==> src/rtl/bus_dma_arbiter.sv <==
// Bus arbiter between a CPU and a DMA engine sharing one external bus.
// The CPU is halted on a read cycle before DMA takes over; bursts are capped and followed by an optional CPU gap.
module bus_dma_arbiter #(
  parameter int unsigned MAX_BURST = 16,
  parameter int unsigned CPU_GAP   = 4
) (
  input  logic        clk,
  input  logic        rst,
  input  logic        cpu_rnw,
  input  logic [15:0] cpu_addr,
  input  logic [7:0]  cpu_dout,
  input  logic        dma_req,
  input  logic        dma_rnw,
  input  logic [15:0] dma_addr,
  input  logic [7:0]  dma_dout,
  input  logic        dma_last,
  output logic        cpu_ready,
  output logic        dma_gnt,
  output logic        dma_ack,
  output logic        bus_rnw,
  output logic [15:0] bus_addr,
  output logic [7:0]  bus_dout,
  output logic [7:0]  halt_wait_cnt
);

  typedef enum logic [2:0] {
    CPU_OWN,
    HALT_WAIT,
    DMA_OWN,
    HANDBACK,
    COOLDOWN
  } state_t;

  localparam logic [8:0] BURST_LIMIT = 9'(MAX_BURST);
  localparam logic [7:0] GAP_LOAD    = 8'(CPU_GAP - 1);
  localparam bit         GAP_EN      = (CPU_GAP != 0);

  state_t     state, state_nxt;
  logic [7:0] burst_cnt;
  logic [7:0] cool_cnt;
  logic       cool_pend;
  logic       limit_hit;
  logic       dma_exit;

  assign dma_ack   = dma_gnt & dma_req;
  assign limit_hit = dma_ack && (({1'b0, burst_cnt} + 9'd1) == BURST_LIMIT);
  assign dma_exit  = (dma_ack && (dma_last || limit_hit)) || !dma_req;

  // dma_gnt is cleared asynchronously by rst, so the bus falls back to the CPU at once.
  assign bus_rnw  = dma_gnt ? dma_rnw  : cpu_rnw;
  assign bus_addr = dma_gnt ? dma_addr : cpu_addr;
  assign bus_dout = dma_gnt ? dma_dout : cpu_dout;

  // NOTE: every variable written here gets a default first so no latch is inferred.
  always_comb begin
    state_nxt = state;
    unique case (state)
      CPU_OWN:   if (dma_req) state_nxt = HALT_WAIT;
      HALT_WAIT: begin
        if (!dma_req)     state_nxt = CPU_OWN;
        else if (cpu_rnw) state_nxt = DMA_OWN;
      end
      DMA_OWN:   if (dma_exit) state_nxt = HANDBACK;
      HANDBACK:  state_nxt = cool_pend ? COOLDOWN : CPU_OWN;
      COOLDOWN:  if (cool_cnt == 8'd0) state_nxt = CPU_OWN;
      default:   state_nxt = CPU_OWN;
    endcase
  end

  // NOTE: sequential state uses non-blocking assignments so all registers update together.
  always_ff @(posedge clk or posedge rst) begin
    if (rst) begin
      state         <= CPU_OWN;
      cpu_ready     <= 1'b1;
      dma_gnt       <= 1'b0;
      burst_cnt     <= 8'd0;
      cool_cnt      <= 8'd0;
      cool_pend     <= 1'b0;
      halt_wait_cnt <= 8'd0;
    end else begin
      state     <= state_nxt;
      cpu_ready <= (state_nxt == CPU_OWN) || (state_nxt == HANDBACK) || (state_nxt == COOLDOWN);
      dma_gnt   <= (state_nxt == DMA_OWN);

      if (state_nxt == DMA_OWN && state != DMA_OWN) burst_cnt <= 8'd0;
      else if (dma_ack)                             burst_cnt <= burst_cnt + 8'd1;

      // dma_last on the limiting ack ends the request outright, so no gap follows.
      if (state == DMA_OWN && dma_exit)
        cool_pend <= limit_hit && !dma_last && GAP_EN;

      if (state == HANDBACK && cool_pend)              cool_cnt <= GAP_LOAD;
      else if (state == COOLDOWN && cool_cnt != 8'd0)  cool_cnt <= cool_cnt - 8'd1;

      if (state_nxt == HALT_WAIT && state != HALT_WAIT)       halt_wait_cnt <= 8'd0;
      else if (state == HALT_WAIT && halt_wait_cnt != 8'hFF)  halt_wait_cnt <= halt_wait_cnt + 8'd1;
    end
  end

endmodule

==> config.mk <==
export PLATFORM = sky130hd
export DESIGN_NAME = bus_dma_arbiter
export DESIGN_NICKNAME = d
export VERILOG_FILES = /design/src/rtl/bus_dma_arbiter.sv
export SDC_FILE = /design/constraint.sdc
export NUM_CORES = 1
export LEC_CHECK = 0
export CAP_MARGIN = 20
export CORE_MARGIN = 4
export CORE_UTILIZATION = 45
export DETAILED_ROUTE_END_ITERATION = 8
export HOLD_SLACK_MARGIN = 0.1
export PLACE_DENSITY = 0.92
export SYNTH_ARGS = -nofsm -noshare
export SYNTH_HDL_FRONTEND = slang
export SYNTH_SLANG_ARGS = --single-unit
==> constraint.sdc <==
create_clock -name clk -period 5.2 [get_ports clk]
set_clock_uncertainty 0.15 [all_clocks]
set_input_delay 0.78 -clock clk [delete_from_list [all_inputs] [get_ports clk]]
set_output_delay 0.78 -clock clk [all_outputs]
set_load 0.05 [all_outputs]
==> impl_metrics.ini <==
[finish]
fill_cells = 294
diodes = 0
drive_gt1_share_pct = 15.1
ff_latch_area_sq_um = 752
post-route-cell-area_sq_um = 2960
multi_input_area_sq_um = 1120
syn2layout_area_growth_pct = 53.6
nets = 351

[die]
io_pins = 90
rows = 23
die_area_sq_um = 5390
die_w_um = 73.4
core_sq_um = 4060
die_y_um = 73.4
start_util_pct = 47.5

[clock_tree]
insertion_delay_ns = 0.28
cts.path.max_buffers = 2
ctsHtreeMaxLevel = 2
cts_buffers = 5
cts_root_buffer = clkbuf_8
cts_tree = done
post_cts_buffers = 0
clkSlewWorstSetupHoldPaths_ns = 0.06
ctsHoldBuffers = 0
cts.sinks = 30
ctsResizeCount = 0

[worst_setup_path]
crit_type = reg2out
reg2reg_from = dma_gnt
cp-start-kind = flop
end_kind = output pin
cp.arrival_ns = 2.61
cp.required_ns = 4.27
reg2reg_slack_ns = 2.73
r2r_end = cool_pend
cp_max_fo = 29
reg2reg_depth = 5

[power_and_ir_drop]
power_switching_mw = 0.470
power_frac_comb_pct = 51.6
internal-power_mw = 0.593
ir_worst_vdd_uv = 216
seq_power_share_pct = 31.8
p_sw_share_pct = 44.2
clockPowerShare_pct = 16.6
pwr_density_cell_nw_per_um2 = 359
p_leak_nw = 1.23

[synth]
synth_seq_cells = 30
synthCells = 199
synth_flop_cell = dfrtp_1
synth_edf_count = 0
postSynthAreaPerCell_sq_um = 9.68
ys.warnings.count = 0
synthArstFlopShare_pct = 100
syn-cell-area_sq_um = 1930
synth_nets = 258
synth.distinct_cells = 44
ys_seq_area_share_pct = 39.1

[timing]
min_period_over_period_pct = 68.0
hold_ws_ns = 0.345
worst_slew_pin_slew_ns = 1.02
setup_tns_ns = 0
drv_slew = 0
rsz0062_at_grt = false
slew_headroom_pct = 31.8
clock.fmax_mhz = 283
hold_violations = 0
setup_viol = 0
period_needed_ns = 3.54

[min_path]
whs_endpoint = cool_cnt[4]
worstHoldPathType = reg2reg
worstHoldStart = cool_cnt[4]
hold_path_depth = 1

[outcome]
outcome = complete, no violations

[drt]
first_iter_violations = 101
vias = 1828
wl_um = 5250
drtAntennaViolNets = 0
post_drt_wl_per_cell_um = 15.3
post-route-drc-count = 0
first_pass_iters = 4
vias_per_cell = 5.35

[grt]
antenna_found_initial = 0
first_global_vias = 1952
grt_pass1_wl_um = 8540
grt_overflow = 0
grt.total_usage_pct = 20.6
grt_max_degree = 30

[placed_design]
port_buffers = 89
gp_congestion = 0.856
dp_hpwl_um = 4230
place_area_sq_um = 2880

[run]
maxCapViolations = 0
-- critical path: stages (launching register included) --
cell,delay [ns]
dfrtp_1,1.02
nand2_1,0.27
inv_1,0.19
clkdlybuf4s50_1,0.84
-- through the flow --
step | utilization [%] | std cells | total power, mW | setup WS, ns
3_3_place_gp | 70.2 | 333 | 0.875 | 1.84
2_1_floorplan | - | 199 | 0.711 | 2.57
4_1_cts | 72.8 | 341 | 1.07 | 1.62
3_5_place_dp | 70.9 | 334 | 0.887 | 1.81
6_report | 72.9 | 342 | 1.06 | 1.66
5_1_grt | 72.9 | 342 | 1.12 | 1.49
-- power by group through the flow --
stage / registers [mW] / logic [mW] / clock network (mW)
floorplan: 0.365 / 0.346 / 0
detailed placement: 0.341 / 0.547 / 0
finish: 0.338 / 0.548 / 0.177
global placement: 0.339 / 0.535 / 0
global route: 0.347 / 0.584 / 0.190
CTS: 0.338 / 0.549 / 0.179
-- state kept, by name (all words and copies together), names as in the netlist --
signal         flops
cpu_ready          1
cool_pend          1
burst_cnt          8
state              3
cool_cnt           8
halt_wait_cnt      8
dma_gnt            1
-- placed cells by master, fill, tap and decap left out, drive strengths merged, types with 6 or more instances in the layout --
master and count:
o21ai 8, a21oi 9, nand3 11, mux2 26, or3 6, nor2 20
inv 7, dfrtp 29, nand2 19, xor2 6, clkdlybuf4s50 89, clkbuf 7
xnor2 7
-- logic make-up (layout without fill, tap and decap cells) --
logic type | count (synthesis) | in the layout | share of synthesized area [%]
adder cells (fa/ha/maj) | 5 | 5 | 3.25
XOR/XNOR | 13 | 13 | 5.91
buffers and inverters | 12 | 105 | 2.92
AO/OA/AOI/OAI | 28 | 28 | 9.75
AND/OR/NAND/NOR | 84 | 84 | 23.4
multiplexers | 27 | 27 | 15.7
flip-flops | 30 | 30 | 39.1
-- per-layer routing --
layer  global-route usage [%]  vias to the layer above  routed length (um)
met5                        0                        -                   0
met4                     9.66                        0                 189
met3                     7.39                       17                 408
met2                     36.3                       81                2690
met1                     21.7                      842                1960
li1                         -                      888                   -
-- how the worst max path moves through the flow --
stage	start	end	slack, ns	cells past startpoint
2_1_floorplan	dma_gnt	bus_addr[10]	2.57	3
3_3_place_gp	dma_req	dma_ack	1.84	4
3_5_place_dp	dma_req	dma_ack	1.81	4
4_1_cts	dma_gnt	dma_ack	1.62	3
5_1_grt	dma_gnt	dma_ack	1.49	3
6_report	dma_gnt	dma_ack	1.66	3
-- synth_stat cells (3+ instances only) --
| cell | count | area [sq um] |
|---|---|---|
| nor2_1 | 20 | 75.1 |
| or3_1 | 5 | 31.3 |
| nand2b_1 | 4 | 25.0 |
| inv_1 | 7 | 26.3 |
| xnor2_1 | 7 | 61.3 |
| mux2_2 | 26 | 293 |
| o21ai_0 | 6 | 30.0 |
| clkbuf_1 | 3 | 11.3 |
| nand3_1 | 10 | 50.1 |
| nor2b_1 | 3 | 18.8 |
| nor3_1 | 3 | 15.0 |
| nand2_1 | 18 | 67.6 |
| xor2_1 | 6 | 52.6 |
| ha_1 | 5 | 62.6 |
| a21oi_1 | 9 | 45.0 |
| dfrtp_1 | 29 | 726 |
| and2_1 | 4 | 25.0 |
-- cell type report --
class / instances / area share, %
sequential: 30 / 25.4
clock buffer: 7 / 2.58
multi-input combinational: 157 / 37.8
tap: 50 / 2.12
timing repair buffer: 91 / 31.2
inverter: 7 / 0.888
Power figures use the tool's default switching activity.
